--- src/rtl/trim_rx_if.sv ---
// ============================================================================
// Module      : trim_rx_if
// Description : Serial trim link plus parallel trim-code bundle for trim_rx.
// Revision    : 1.0 - initial release
// ============================================================================
`default_nettype none

interface trim_rx_if #(
    parameter int WIDTH = 12
);
    logic             ENCLK;
    logic             DIN;
    logic [WIDTH-1:0] TRIM_OUT;
    logic             TRIM_VALID;
    logic             FRAME_ERR;
    logic             BUSY;

    // Generator / observer side
    modport master (
        output ENCLK, DIN,
        input  TRIM_OUT, TRIM_VALID, FRAME_ERR, BUSY
    );

    // Receiver side
    modport slave (
        input  ENCLK, DIN,
        output TRIM_OUT, TRIM_VALID, FRAME_ERR, BUSY
    );
endinterface

`default_nettype wire

--- src/rtl/trim_rx.sv ---
// ============================================================================
// Module      : trim_rx
// Description : Oversampling deserializer for the bandgap trim link; rebuilds
//               the LSB-first trim word framed by ENCLK idle time.
// Revision    : 1.0 - initial release
// ============================================================================
`default_nettype none

module trim_rx #(
    parameter int WIDTH        = 12,
    parameter int SYNC_STAGES  = 2,
    parameter int IDLE_TIMEOUT = 60000000,
    parameter int CNT_W        = 26
) (
    input  logic     CLK50,
    input  logic     RST,
    trim_rx_if.slave bus
);

    localparam int               c_bit_w     = $clog2(WIDTH + 1);
    localparam logic [CNT_W-1:0] c_idle_last = CNT_W'(IDLE_TIMEOUT - 1);
    localparam logic [CNT_W-1:0] c_idle_max  = CNT_W'(IDLE_TIMEOUT);
    localparam logic [c_bit_w-1:0] c_width   = c_bit_w'(WIDTH);
    localparam logic [c_bit_w-1:0] c_one     = c_bit_w'(1);

    typedef enum logic [1:0] {
        ST_IDLE  = 2'd0,
        ST_RECV  = 2'd1,
        ST_FULL  = 2'd2,
        ST_DRAIN = 2'd3
    } state_t;

    state_t                 r_state;
    state_t                 w_state_nxt;
    logic [SYNC_STAGES-1:0] r_enclk_sync;
    logic [SYNC_STAGES-1:0] r_din_sync;
    logic                   r_enclk_d;
    logic [WIDTH-1:0]       r_shreg;
    logic [c_bit_w-1:0]     r_bitcnt;
    logic [CNT_W-1:0]       r_idle_cnt;
    logic [WIDTH-1:0]       r_trim;
    logic                   r_valid;
    logic                   r_err;

    logic                   w_event;
    logic                   w_din_s;
    logic                   w_timeout;
    logic                   w_shift;
    logic                   w_load;
    logic                   w_err_set;
    logic                   w_err_clr;
    logic [c_bit_w-1:0]     w_bitcnt_inc;
    logic [c_bit_w-1:0]     w_bitcnt_nxt;

    // Falling edge of the synchronized bit clock is the sample point
    assign w_event      = r_enclk_d & ~r_enclk_sync[SYNC_STAGES-1];
    assign w_din_s      = r_din_sync[SYNC_STAGES-1];
    assign w_timeout    = (r_idle_cnt == c_idle_last) && !w_event;
    assign w_bitcnt_inc = r_bitcnt + c_one;

    always_ff @(posedge CLK50 or posedge RST) begin
        if (RST) begin
            r_state <= ST_IDLE;
        end else begin
            r_state <= w_state_nxt;
        end
    end

    always_comb begin
        w_state_nxt  = r_state;
        w_shift      = 1'b0;
        w_load       = 1'b0;
        w_err_set    = 1'b0;
        w_err_clr    = 1'b0;
        w_bitcnt_nxt = r_bitcnt;
        case (r_state)
            ST_IDLE: begin
                if (w_event) begin
                    w_shift      = 1'b1;
                    w_bitcnt_nxt = c_one;
                    w_state_nxt  = ST_RECV;
                end
            end
            ST_RECV: begin
                if (w_event) begin
                    w_shift      = 1'b1;
                    w_bitcnt_nxt = w_bitcnt_inc;
                    if (w_bitcnt_inc == c_width) begin
                        w_state_nxt = ST_FULL;
                    end
                end else if (w_timeout) begin
                    w_err_set    = 1'b1;
                    w_bitcnt_nxt = '0;
                    w_state_nxt  = ST_IDLE;
                end
            end
            ST_FULL: begin
                if (w_event) begin
                    w_err_set   = 1'b1;
                    w_state_nxt = ST_DRAIN;
                end else if (w_timeout) begin
                    w_load       = 1'b1;
                    w_err_clr    = 1'b1;
                    w_bitcnt_nxt = '0;
                    w_state_nxt  = ST_IDLE;
                end
            end
            ST_DRAIN: begin
                if (w_timeout) begin
                    w_bitcnt_nxt = '0;
                    w_state_nxt  = ST_IDLE;
                end
            end
            default: begin
                w_state_nxt = ST_IDLE;
            end
        endcase
    end

    always_ff @(posedge CLK50 or posedge RST) begin
        if (RST) begin
            r_enclk_sync <= '0;
            r_din_sync   <= '0;
            r_enclk_d    <= 1'b0;
            r_shreg      <= '0;
            r_bitcnt     <= '0;
            r_idle_cnt   <= '0;
            r_trim       <= '0;
            r_valid      <= 1'b0;
            r_err        <= 1'b0;
        end else begin
            r_enclk_sync <= {r_enclk_sync[SYNC_STAGES-2:0], bus.ENCLK};
            r_din_sync   <= {r_din_sync[SYNC_STAGES-2:0], bus.DIN};
            r_enclk_d    <= r_enclk_sync[SYNC_STAGES-1];
            r_bitcnt     <= w_bitcnt_nxt;
            r_valid      <= w_load;

            if (w_shift) begin
                r_shreg <= {w_din_s, r_shreg[WIDTH-1:1]};
            end

            if (w_event) begin
                r_idle_cnt <= '0;
            end else if (r_idle_cnt != c_idle_max) begin
                r_idle_cnt <= r_idle_cnt + 1'b1;
            end

            // Word is committed whole, only once the frame has gone idle
            if (w_load) begin
                r_trim <= r_shreg;
            end

            if (w_err_set) begin
                r_err <= 1'b1;
            end else if (w_err_clr) begin
                r_err <= 1'b0;
            end
        end
    end

    assign bus.TRIM_OUT   = r_trim;
    assign bus.TRIM_VALID = r_valid;
    assign bus.FRAME_ERR  = r_err;
    assign bus.BUSY       = (r_state != ST_IDLE);

endmodule

`default_nettype wire

--- src/flat_wrapper.sv ---
// flat-port wrapper written by rule: the top's interface ports become plain ports
module trim_rx_flat 
#(
    parameter int WIDTH        = 12,
    parameter int SYNC_STAGES  = 2,
    parameter int IDLE_TIMEOUT = 60000000,
    parameter int CNT_W        = 26
)
  (CLK50, RST, bus_ENCLK, bus_DIN, bus_TRIM_OUT, bus_TRIM_VALID, bus_FRAME_ERR, bus_BUSY);
  trim_rx_if #(.WIDTH(WIDTH)) bus_i ();
  input  logic CLK50;
  input  logic RST;
  input wire logic [$bits(bus_i.ENCLK)-1:0] bus_ENCLK;
  input wire logic [$bits(bus_i.DIN)-1:0] bus_DIN;
  output wire logic [$bits(bus_i.TRIM_OUT)-1:0] bus_TRIM_OUT;
  output wire logic [$bits(bus_i.TRIM_VALID)-1:0] bus_TRIM_VALID;
  output wire logic [$bits(bus_i.FRAME_ERR)-1:0] bus_FRAME_ERR;
  output wire logic [$bits(bus_i.BUSY)-1:0] bus_BUSY;
  assign bus_i.ENCLK = bus_ENCLK;
  assign bus_i.DIN = bus_DIN;
  assign bus_TRIM_OUT = bus_i.TRIM_OUT;
  assign bus_TRIM_VALID = bus_i.TRIM_VALID;
  assign bus_FRAME_ERR = bus_i.FRAME_ERR;
  assign bus_BUSY = bus_i.BUSY;
  trim_rx #(.WIDTH(WIDTH), .SYNC_STAGES(SYNC_STAGES), .IDLE_TIMEOUT(IDLE_TIMEOUT), .CNT_W(CNT_W)) u_core (.CLK50(CLK50), .RST(RST), .bus(bus_i));
endmodule
--- config.mk ---
export PLATFORM = sky130hd
export DESIGN_NAME = trim_rx_flat
export DESIGN_NICKNAME = d
export VERILOG_FILES = /design/src/rtl/trim_rx_if.sv /design/src/rtl/trim_rx.sv /design/src/flat_wrapper.sv
export SDC_FILE = /design/constraint.sdc
export NUM_CORES = 1
export LEC_CHECK = 0
export CAP_MARGIN = 20
export CORE_MARGIN = 10
export CORE_UTILIZATION = 50
export DETAILED_ROUTE_END_ITERATION = 12
export GPL_TIMING_DRIVEN = 0
export PLACE_DENSITY = 0.69
export RECOVER_POWER = 100
export SKIP_LAST_GASP = 1
export SYNTH_ARGS = -nofsm -noshare
export SYNTH_HDL_FRONTEND = slang
export SYNTH_SLANG_ARGS = --single-unit
--- constraint.sdc ---
create_clock -name CLK50 -period 4.57 [get_ports CLK50]
set_input_delay 0.914 -clock CLK50 [delete_from_list [all_inputs] [get_ports CLK50]]
set_output_delay 0.914 -clock CLK50 [all_outputs]
set_load 0.005 [all_outputs]
==> results of run 1 <==
[registers in the layout (all words and copies together) (netlist names)]
signal / count
u_core.bus.TRIM_OUT: 12
u_core.r_idle_cnt: 26
u_core.r_state: 2
u_core.r_shreg: 12
u_core.r_enclk_sync: 2
u_core.r_din_sync: 2
u_core.r_enclk_d: 1
u_core.r_bitcnt: 4
u_core.bus.TRIM_VALID: 1
u_core.bus.FRAME_ERR: 1
[worst max path at each step]
stage                                   endpoint  slack, ns                          start
3_3_place_gp   u_core.r_idle_cnt[21]$_DFFE_PP0P_        1.0                            RST
6_report                                bus_BUSY       1.74  u_core.r_state[1]$_DFFE_PP0P_
3_5_place_dp                            bus_BUSY       2.19  u_core.r_state[0]$_DFFE_PP0P_
5_1_grt                                 bus_BUSY       1.58  u_core.r_state[1]$_DFFE_PP0P_
2_1_floorplan   u_core.bus.FRAME_ERR$_DFFE_PP0P_       2.09                            RST
4_1_cts                                 bus_BUSY       1.81  u_core.r_state[0]$_DFFE_PP0P_
[power by group through the flow]
stage	clock network [mW]	logic (mW)	registers [mW]
2_1_floorplan	0	0.246	0.700
3_3_place_gp	0	0.311	0.717
3_5_place_dp	0	0.322	0.721
4_1_cts	0.500	0.323	0.710
5_1_grt	0.524	0.352	0.721
6_report	0.486	0.311	0.706
[through the flow]
step,power (mW),util (%),cell area [um2]
2_1_floorplan,0.946,-,3120
3_3_place_gp,1.03,56.7,3400
3_5_place_dp,1.04,57.1,3420
4_1_cts,1.53,60.4,3620
5_1_grt,1.60,58.4,3500
6_report,1.50,58.4,3500
[cell type report]
type,instances,area (um2),area share (%)
clock inverters,5,56.3,1.61
multi-input cells,188,1340,38.2
flip-flops and latches,63,1580,45.0
well taps,75,93.8,2.68
plain buffers,11,52.6,1.50
repair buffers,19,200,5.72
inverters,11,41.3,1.18
clock buffers,11,141,4.04
[cells by family after synthesis]
family	Yosys count	share of synthesized area, %
buffers and inverters	22	3.32
and+or+nand+nor	102	20.5
xor gates and xnor gates	21	5.89
DFF	63	50.5
muxes	26	10.5
AOI/OAI and AO/OA	32	6.53
adders and majority gates	7	2.80
[critical path, cell delays in order, from the launching register on]
cell	delay, ns
dfrtp_1	0.41
inv_1	0.13
ha_1	0.30
inv_1	0.14
dlygate4sd3_1	0.60
[cell usage in the layout (no fill, tap or decap), types with 2 or more instances in the layout]
cell           count
and3_1             4
nor3_1            12
or3_1              6
mux2_2            15
o2bb2ai_1          2
mux2_1             9
o21ai_0            6
a31o_2             2
a21oi_1           12
clkbuf_8          10
xnor2_1           14
o211ai_1           2
nand2_1           11
clkbuf_1          10
nor2_1            30
dlygate4sd3_1     18
dfrtp_1           63
nand4_1            7
ha_1               7
nand2b_1           2
nor4b_1            3
nor4_1             3
inv_1             11
clkinv_2           2
nand3_1           10
a21o_1             2
xor2_1             7
a211oi_1           2
[layer usage]
layer | global-route usage [%] | vias up | part of all wire [%]
li1 | - | 1033 | -
met1 | 15.9 | 1031 | 49
met2 | 18.9 | 27 | 45
met3 | 3.42 | 10 | 3.5
met4 | 6.62 | 0 | 2.2
met5 | 0 | - | 0
==> results.txt, run 1 <==
Clk root buf: clkbuf_8
Number of buffers inserted by hold repair at cts: 0
RSZ-0062 raised after global routing: no
Synth top area cells: dfrtp_1 (50%), mux2_2 (5.4%), mux2_4 (4.8%)
Crit path arrival time: 1.92 ns
H-tree depth: 3
Final WS setup: 1.74 ns
Hold slack: 0.358 ns
Register share of total power: 47.0%
DIE AREA: 9810 um2
Hold path endpoint: u_core.r_enclk_sync[1]$_DFF_PP0_
Top-count cell post-synth: dfrtp_1
Placed cells: 367
Ys flop type: dfrtp_1
# diodes: 0
Clock sink count: 63
Max-slew headroom: 3.71%
# IOs: 19
Layout cells sized above 1: 13.3%
PostCTS Resize Cnt: 0
Hold Path Depth: 0
1st-pass router iterations: 4
RD Place Congestion: 0.807
Crit path required time: 3.66 ns
Final std cells w/o fill: 383
Final hold violation count: 0
Vias per Instance: 5.49
Worst min path class: reg -> reg
Fill cells: 520
Crit path time final: 2.83 ns
Starting density of the core: 52.2%
Final #Nets: 314
Post-synth top cells: dfrtp_1 (63), nor2_1 (30), mux2_2 (15)
Setup TNS: 0 ns
Initial antenna violation count: 0
Pwr Density: 430 nW/um2
Post-synth EDFFs: 0
Clk_skew: 0.0104 ns
Yosys reg bits: 63
Worst slack, placed: 2.19 ns
R2R Setup Slk: 1.90 ns
Area Growth Syn to Fin: 12.0%
DR iter-0 viols: 80
Seq/Total Area, Yosys: 50.5%
Routed via count: 2101
Die width: 99.0 um
Die height: 99.0 um
Final Setup Violations: 0
FF-to-FF Start: u_core.r_idle_cnt[3]$_DFFE_PP0P_
CTS Buffer Depth: 2
Syn avg cell area: 11.4 um2
Global route overflow: 0
WL final: 5.78 mm
Post-CTS setup repair buffer count: 0
First-pass GRT wire length: 10.1 mm
Cell Rows: 28
Setup crit end kind: output port
GRT Util Overall: 12.5%
Switch Pwr: 0.451 mW
Worst hold start: u_core.r_enclk_sync[0]$_DFF_PP0_
Ys async rst share: 100%
DRC Markers: 0
Mapped Cells: 273
Clk_lat worst skew: 0.34 ns
Post-Synthesis Net Count: 284
Startpoint Class: flip-flop
Largest net degree at the start of global routing: 38
Critical Path Fanout Max: 8
Lkg Pwr: 1.59 nW
Post-synth top area cell: dfrtp_1
Max-Cap Viols: 0
Kind of critical path: reg -> out
Max Transition Viols Final: 0
PortBufs: 18
CTS tree: done
Worst-Margin Slew: 1.44 ns
Internal: 1.05 mW
Combinational group share of total power: 20.7%
FF-to-FF path depth: 5
DP HPWL: 3.98 mm
Period utilization: 61.9%
CTS Buf Count: 9
Fmax: 353 MHz
Post-DRT Antenna Nets: 0
Status: finished clean
Clk pin slew, worst setup/hold paths: 0.07 ns
Top cell type's share of synthesized area: 50.5%
Number of global-route vias before repair: 2079
Count of different cell masters after synthesis: 49
Wirelength per Cell: 15.1 um
Worst vdd ir: 248 uV
Mapped Area: 3120 um2
Clock power frac: 32.3%
Crit Reg-Reg Endpoint: u_core.bus.TRIM_OUT[4]$_DFFE_PP0P_
Core area: 5990 um2
Total of warnings raised by yosys: 0
Switching part of the total: 30.0%
No activity file was read; power rests on OpenSTA's default activity.
==> run 2, diff against run 1 <==
clock period = 2.92 ns   (was 4.57 ns; I/O delays follow)
==> results.txt, run 2 (synthesis results as in run 1) <==
Detail Route met3 WL: 204 um
CP delay by family, top: buffers and inverters
# IOs: 19
Clk pin slew, worst setup/hold paths: 0.07 ns
Pwr Density: 672 nW/um2
Starting density of the core: 52.2%
1st-pass router iterations: 4
WL met2: 2.63 mm
# diodes: 0
Fill cells: 520
Initial antenna violation count: 0
Final WS setup: 0.419 ns
Crit Reg-Reg Endpoint: u_core.bus.TRIM_OUT[4]$_DFFE_PP0P_
FF-to-FF Start: u_core.r_idle_cnt[3]$_DFFE_PP0P_
Commonest non-fill, non-tap cell in the layout: dfrtp_1
Number of global-route vias before repair: 2079
PostCTS Resize Cnt: 0
Area Growth Syn to Fin: 12.1%
RSZ-0062 raised after global routing: no
Die width: 99.0 um
Max layer used: met4
CTS Buffer Depth: 2
Largest Register: u_core.r_idle_cnt
R2R Setup Slk: 0.44 ns
CTS Buf Count: 9
Combinational group share of total power: 20.7%
PortBufs: 18
Hold slack: 0.358 ns
Status: finished clean
Crit path time final: 2.50 ns
Largest net degree at the start of global routing: 38
Hold path endpoint: u_core.r_enclk_sync[1]$_DFF_PP0_
DP HPWL: 3.98 mm
Final hold violation count: 0
Vias per Instance: 5.49
Clock power frac: 32.3%
Max-slew headroom: 3.71%
Clk_lat worst skew: 0.34 ns
DR iter-0 viols: 80
WP depth: 4
Worst vdd ir: 388 uV
Period utilization: 85.6%
Worst min path class: reg -> reg
Switch Pwr: 0.706 mW
Number of buffers inserted by hold repair at cts: 0
Internal: 1.65 mW
Layout cells sized above 1: 13.6%
Routed via count: 2101
Wirelength per Cell: 15.1 um
CP max-delay cell: dlygate4sd3_1
DIE AREA: 9810 um2
CP Buf/Inv Count: 3
Hold Path Depth: 0
CTS tree: done
Clock sink count: 63
Core area: 5990 um2
Crit path required time: 2.34 ns
GRT Util Overall: 12.5%
Commonest cells after routing, fill and taps aside: dfrtp_1 (63), nor2_1 (30), dlygate4sd3_1 (18), mux2_2 (15), xnor2_1 (14)
Startpoint Class: flip-flop
Critical Path Fanout Max: 8
Register share of total power: 47.0%
Metal-1 WL: 2.82 mm
Switching part of the total: 30.0%
FF-to-FF path depth: 5
Max stage delay on crit path: 0.60 ns
WL final: 5.78 mm
RD Place Congestion: 0.807
Clk_skew: 0.0104 ns
Clk root buf: clkbuf_8
Max-Cap Viols: 0
Post-CTS setup repair buffer count: 0
Lkg Pwr: 1.59 nW
Worst-Margin Slew: 1.44 ns
Fmax: 400 MHz
Crit path arrival time: 1.92 ns
Final Setup Violations: 0
Worst hold start: u_core.r_enclk_sync[0]$_DFF_PP0_
Cell mode on critical path: inv_1
Post-DRT Antenna Nets: 0
Cell Rows: 28
Final Power: 2.35 mW
Kind of critical path: reg -> out
H-tree depth: 3
Setup crit end kind: output port
Final #Nets: 314
Die height: 99.0 um
First-pass GRT wire length: 10.1 mm
Global route overflow: 0
Max FFs per register: 26
DRC Markers: 0
CP Cell Sequence: inv_1, ha_1, inv_1, dlygate4sd3_1
Max Transition Viols Final: 0
Worst slack, placed: 0.866 ns
==> run 2: cell counts in the layout (fill, tap and decap cells not counted) <==
Identical to the previous run, type by type.
==> run 2: stage by stage <==
stage	utilization [%]	TNS, ns	area, um2	std cells
after global routing	58.4	0	3500	383
after detailed placement	57.1	0	3420	367
after floorplan	-	0	3120	273
after global placement	56.7	-20.21	3400	366
after CTS	60.4	0	3620	383
final	58.4	0	3500	383
==> run 2: worst reg2reg max path, stage by stage, from the launching register on <==
cell	delay (ns)
dfrtp_1	0.44
and4_1	0.30
nand4_1	0.27
nor4_1	0.59
clkbuf_2	0.39
mux2_1	0.37
==> run 2: per-layer routing <==
layer,vias up,track usage (%)
li1,1033,-
met2,27,18.9
met1,1031,15.9
met3,10,3.42
met4,0,6.62
met5,-,0
==> run 2: area by class of cell <==
| type | instances | area, um2 | area share [%] |
|---|---|---|---|
| Clock buffer | 11 | 141 | 4.04 |
| Tap cell | 75 | 93.8 | 2.68 |
| Clock inverter | 5 | 56.3 | 1.61 |
| Sequential cell | 63 | 1580 | 45.0 |
| Multi-Input combinational cell | 188 | 1340 | 38.2 |
| Buffer | 11 | 53.8 | 1.54 |
| Inverter | 11 | 41.3 | 1.18 |
| Timing Repair Buffer | 19 | 200 | 5.72 |
==> run 2: worst max path at each step <==
stage               slack [ns]                                  to                             start
floorplan                 0.77    u_core.bus.FRAME_ERR$_DFFE_PP0P_                               RST
global placement         -0.32   u_core.r_idle_cnt[21]$_DFFE_PP0P_                               RST
CTS                       0.49                            bus_BUSY     u_core.r_state[0]$_DFFE_PP0P_
finish                    0.42                            bus_BUSY     u_core.r_state[1]$_DFFE_PP0P_
detailed placement        0.87       u_core.r_shreg[7]$_DFFE_PP0P_     u_core.r_state[1]$_DFFE_PP0P_
global route              0.25  u_core.bus.TRIM_OUT[4]$_DFFE_PP0P_  u_core.r_idle_cnt[3]$_DFFE_PP0P_
==> run 2: power by group through the flow <==
stage / logic (mW) / registers [mW] / clock network, mW
floorplan: 0.384 / 1.10 / 0
global placement: 0.487 / 1.12 / 0
detailed placement: 0.504 / 1.13 / 0
CTS: 0.505 / 1.11 / 0.783
global route: 0.551 / 1.13 / 0.820
finish: 0.486 / 1.11 / 0.761
